==> config.mk <==
export PLATFORM = sky130hd
export DESIGN_NAME = abro_job_arbiter
export DESIGN_NICKNAME = d
export VERILOG_FILES = /design/src/rtl/abro_job_arbiter.sv
export SDC_FILE = /design/constraint.sdc
export NUM_CORES = 1
export LEC_CHECK = 0
export CORE_ASPECT_RATIO = 1.5
export CORE_MARGIN = 8
export CORE_UTILIZATION = 47
export DETAILED_ROUTE_END_ITERATION = 8
export HOLD_SLACK_MARGIN = 0.08
export PLACE_DENSITY = 0.79
export SETUP_SLACK_MARGIN = 0.1
export SLEW_MARGIN = 20
export SYNTH_ARGS = -nofsm -noshare
export SYNTH_HDL_FRONTEND = slang
export SYNTH_SLANG_ARGS = --single-unit
==> constraint.sdc <==
create_clock -name clk -period 2.73 [get_ports clk]
set_clock_uncertainty 0.1 [all_clocks]
set_input_delay 0.273 -clock clk [delete_from_list [all_inputs] [get_ports clk]]
set_output_delay 0.273 -clock clk [all_outputs]
set_load 0.05 [all_outputs]
==> src/rtl/abro_job_arbiter.sv <==
// abro_job_arbiter
// Round-robin scheduler sharing one ABRO engine among N requesters. A granted
// requester gets one job: first input pulse, GAP_CYC idle cycles, second input
// pulse, wait for O (bounded by TIMEOUT), restart pulse, then a done status.
//
// Ports:
//   clk, reset          clock (rising edge), asynchronous active-high reset
//   i_req[N]            job request levels, sampled only while idle
//   i_order[N]          0: A then B, 1: B then A; latched at grant
//   o_grant[N]          one-hot grant, held from first pulse through done
//   o_done_ok/o_done_err one-cycle job status pulses
//   o_busy              high whenever a job is in progress
//   o_job_cnt[8]        completed job count, wrapping
//   o_abro_a/b/r        engine A, B and restart inputs
//   i_abro_o            engine O output
module abro_job_arbiter #(
    parameter int unsigned N       = 4,
    parameter int unsigned GAP_CYC = 2,
    parameter int unsigned TIMEOUT = 16
) (
    input  logic         clk,
    input  logic         reset,
    input  logic [N-1:0] i_req,
    input  logic [N-1:0] i_order,
    output logic [N-1:0] o_grant,
    output logic         o_done_ok,
    output logic         o_done_err,
    output logic         o_busy,
    output logic [7:0]   o_job_cnt,
    output logic         o_abro_a,
    output logic         o_abro_b,
    output logic         o_abro_r,
    input  logic         i_abro_o
);

    localparam int unsigned IdxW = (N > 1) ? $clog2(N) : 1;

    typedef enum logic [2:0] {
        StIdle, StFirst, StGap, StSecond, StWaitO, StRestart, StDone
    } state_e;

    state_e            r_state, w_state_d;
    logic [7:0]        r_cnt, w_cnt_d;
    logic [IdxW-1:0]   r_win, w_win_d;
    logic [IdxW-1:0]   r_last, w_last_d;
    logic              r_ord, w_ord_d;
    logic              r_ok, w_ok_d;

    logic              w_found;
    logic [IdxW-1:0]   w_pick;
    logic [IdxW-1:0]   w_idx;

    // Round-robin search starting just after the last served requester.
    always_comb begin
        w_found = 1'b0;
        w_pick  = '0;
        w_idx   = '0;
        for (int i = 1; i <= int'(N); i++) begin
            w_idx = IdxW'((int'(r_last) + i) % int'(N));
            if (!w_found && i_req[w_idx]) begin
                w_found = 1'b1;
                w_pick  = w_idx;
            end
        end
    end

    always_comb begin
        w_state_d = r_state;
        w_cnt_d   = r_cnt;
        w_win_d   = r_win;
        w_ord_d   = r_ord;
        w_ok_d    = r_ok;
        w_last_d  = r_last;
        unique case (r_state)
            StIdle: begin
                if (w_found) begin
                    w_win_d   = w_pick;
                    w_ord_d   = i_order[w_pick];
                    w_state_d = StFirst;
                end
            end
            StFirst: begin
                w_cnt_d   = '0;
                w_state_d = (GAP_CYC > 0) ? StGap : StSecond;
            end
            StGap: begin
                if (r_cnt == 8'(GAP_CYC - 1)) begin
                    w_state_d = StSecond;
                end else begin
                    w_cnt_d = r_cnt + 8'd1;
                end
            end
            StSecond: begin
                w_cnt_d   = '0;
                w_state_d = StWaitO;
            end
            StWaitO: begin
                // O wins over timeout on the last allowed cycle.
                if (i_abro_o) begin
                    w_ok_d    = 1'b1;
                    w_state_d = StRestart;
                end else if (r_cnt == 8'(TIMEOUT - 1)) begin
                    w_ok_d    = 1'b0;
                    w_state_d = StRestart;
                end else begin
                    w_cnt_d = r_cnt + 8'd1;
                end
            end
            StRestart: w_state_d = StDone;
            StDone: begin
                w_last_d  = r_win;
                w_state_d = StIdle;
            end
            default: w_state_d = StIdle;
        endcase
    end

    // Outputs are registered from the next state so they line up with it.
    logic [N-1:0] w_grant_d;
    logic         w_busy_d;
    logic         w_a_d;
    logic         w_b_d;

    always_comb begin
        w_busy_d  = (w_state_d != StIdle);
        w_grant_d = w_busy_d ? (N'(1) << w_win_d) : '0;
        w_a_d     = ((w_state_d == StFirst) && !w_ord_d) ||
                    ((w_state_d == StSecond) && w_ord_d);
        w_b_d     = ((w_state_d == StFirst) && w_ord_d) ||
                    ((w_state_d == StSecond) && !w_ord_d);
    end

    always_ff @(posedge clk or posedge reset) begin
        if (reset) begin
            r_state    <= StIdle;
            r_cnt      <= '0;
            r_win      <= '0;
            r_ord      <= 1'b0;
            r_ok       <= 1'b0;
            r_last     <= IdxW'(N - 1);
            o_grant    <= '0;
            o_done_ok  <= 1'b0;
            o_done_err <= 1'b0;
            o_busy     <= 1'b0;
            o_job_cnt  <= '0;
            o_abro_a   <= 1'b0;
            o_abro_b   <= 1'b0;
            o_abro_r   <= 1'b0;
        end else begin
            r_state    <= w_state_d;
            r_cnt      <= w_cnt_d;
            r_win      <= w_win_d;
            r_ord      <= w_ord_d;
            r_ok       <= w_ok_d;
            r_last     <= w_last_d;
            o_grant    <= w_grant_d;
            o_done_ok  <= (w_state_d == StDone) && w_ok_d;
            o_done_err <= (w_state_d == StDone) && !w_ok_d;
            o_busy     <= w_busy_d;
            o_job_cnt  <= o_job_cnt + ((w_state_d == StDone) ? 8'd1 : 8'd0);
            o_abro_a   <= w_a_d;
            o_abro_b   <= w_b_d;
            o_abro_r   <= (w_state_d == StRestart);
        end
    end

endmodule

==> results.json <==
{
  "status": "complete, no violations",
  "drc_errors": 0,
  "p_total_mw": 2.20,
  "cp_max_fo": 10,
  "postCtsSetupBuffers": 0,
  "cts_buffer_depth": 2,
  "fin_nets": 215,
  "cts_root_buf": "clkbuf_8",
  "n_fill_cell": 292,
  "final_cell_mix": "dfrtp_1, clkdlybuf4s50_1, o21ai_0",
  "finalMaxSlewViolations": 0,
  "final_common_cell": "dfrtp_1",
  "syn_area_mm2": 0.00175,
  "antenna_found_initial": 0,
  "setup_tns_ns": 0,
  "cap_violations": 0,
  "gp_congestion": 0.765,
  "numCtsBuffers": 5,
  "syn_nets": 183,
  "first_pass_iters": 4,
  "die_h_um": 90.6,
  "die_area_mm2": 0.00596,
  "dp.cells": 236,
  "cp_data_arrival_time_ns": 2.26,
  "grt_usage_pct": 13.9,
  "coreArea_mm2": 0.00361,
  "fmax_ghz": 0.463,
  "cts_tree": "built",
  "rsz0062_at_grt": "no",
  "grt_pass1_wl_um": 6610,
  "synth-edff-count": 0,
  "syn_area_per_cell_um2": 10.4,
  "leakage_nw": 0.980,
  "grt_pass1_vias": 1537,
  "ios": 29,
  "path_class": "register to register",
  "route.final.wire_length_um": 3740,
  "num_antenna_cells": 0,
  "syn-instance-count": 168,
  "synthArstFlopShare_pct": 100,
  "crit_start": "r_state[2]",
  "drt-initial-drc-count": 41,
  "powerDensity_mw_per_mm2": 1020,
  "ctsHoldBuffers": 0,
  "clock_latency_ns": 0.29,
  "htree_num_levels": 2,
  "ant_nets": 0,
  "cts_resized": 0,
  "ys_warn_count": 0,
  "start_util_pct": 48.3,
  "viasPerCell": 5.65,
  "max_slew_margin_pct": 60.5,
  "io_buffers": 28,
  "hold_class": "primary input to async pin",
  "power_switching_share_pct": 42.6,
  "startpoint_type": "register",
  "reg2reg_from": "r_state[2]",
  "p_seq_share_pct": 38.1,
  "yosysSeqAreaShare_pct": 50.3,
  "vias": 1378,
  "ir_drop_uv": 522,
  "finalSetupViolCount": 0,
  "wire_per_inst_um": 15.3,
  "rows": 27,
  "die_w_um": 65.8,
  "finalCriticalPeriod_ns": 2.16,
  "end_kind": "register",
  "required_ns": 2.84,
  "combPwrFrac_pct": 44.5,
  "tightest_slew_ns": 0.591,
  "cts.sinks": 35,
  "hpwl_um": 2920,
  "synth.distinct_cells": 48,
  "drive_above_1_share_pct": 11.4,
  "synth_top_flop_cell": "dfrtp_1",
  "grt_overflow": 0,
  "clockPowerShare_pct": 17.4,
  "post-route-period-util_pct": 79.0,
  "ys_ff_latch": 35,
  "area_delta_synth_final_pct": 23.4,
  "finalHoldViolCount": 0,
  "internal_power_mw": 1.26,
  "fin_cells": 244,
  "power.net_switching_uw": 937,
  "grt_max_degree": 36,
  "path_clk_slew_ns": 0.07
}
power by group through the flow:
stage,Clock [mW],Combinational [mW],Sequential [mW]
global placement,0,0.943,0.830
CTS,0.391,0.986,0.835
detailed placement,0,0.984,0.845
floorplan,0,0.573,0.986
global route,0.408,1.06,0.863
finish,0.383,0.979,0.837
worst paths after layout:
check                             end  slack, ns  cells after the start
max in group asynchronous   r_last[0]       1.91                      3
setup reg to reg           o_grant[0]       0.57                      4
setup / recovery           o_grant[0]       0.57                      4
hold / removal               o_abro_r       0.29                      3
min in group clk           o_done_err       0.37                      1
hold reg to reg            o_done_err       0.37                      1
metrics by stage:
step           instance area, um2  hold slack (ns)  util, %  setup WS [ns]
3_5_place_dp                 2060            0.360     57.0          0.474
5_1_grt                      2150            0.357     59.6          0.414
6_report                     2150            0.287     59.6          0.572
2_1_floorplan                1750            0.317        -          0.672
4_1_cts                      2150            0.308     59.6          0.556
3_3_place_gp                 2060            0.330     57.0          0.577
registers in the layout, indices dropped and copies added, names as in the netlist, 2 cells and up:
name / count
o_grant: 4
r_win: 2
o_job_cnt: 8
r_cnt: 8
r_last: 2
r_state: 3
worst max-delay path, cell delays in order, from the launching register on:
cell,delay (ns)
dfrtp_1,0.50
nor3_1,0.55
and2b_1,0.32
mux2i_1,0.38
a21boi_0,0.22
synth_stat cells, types with 3 or more instances:
master	count	area [um2]
xnor2_1	4	35.0
a21o_1	3	22.5
a21boi_0	3	22.5
and2_1	3	18.8
nand4_1	3	18.8
nand2_1	10	37.5
or3_1	6	37.5
o21ai_0	13	65.1
dfrtp_1	33	826
nor2b_1	3	18.8
and3_1	6	37.5
inv_1	8	30.0
xor2_1	3	26.3
ha_1	4	50.1
or2_2	3	18.8
nor3_1	3	15.0
nand3_1	9	45.0
a21oi_1	7	35.0
nor2_1	6	22.5
kinds of logic (layout without fill, tap and decap cells):
group | after synthesis | count (layout) | synth area share (%)
buffers and inverters | 14 | 47 | 4.01
adder cells (fa/ha/maj) | 4 | 4 | 2.87
multiplexers | 4 | 4 | 2.44
XOR/XNOR | 7 | 7 | 3.51
AO/OA/AOI/OAI | 41 | 41 | 16.1
AND/OR/NAND/NOR | 63 | 63 | 20.8
flip-flops | 35 | 35 | 50.3
layer usage:
layer,vias to the layer above,share of wire [%],track usage (%)
met2,37,55,23.9
met1,659,36,13.2
met4,0,3.2,9.14
met5,-,0,0
met3,12,5.2,4.60
li1,670,-,-
layout make-up:
cell class,instances,area [um2],share of cell area [%]
repair buffers,31,303,14.1
clock inverters,1,5.00,0.232
clock buffers,7,86.3,4.01
well taps,43,53.8,2.50
inverters,8,30.0,1.39
flip-flops and latches,35,878,40.8
multi-input cells,119,797,37.0
No activity file was read; power rests on OpenSTA's default activity.
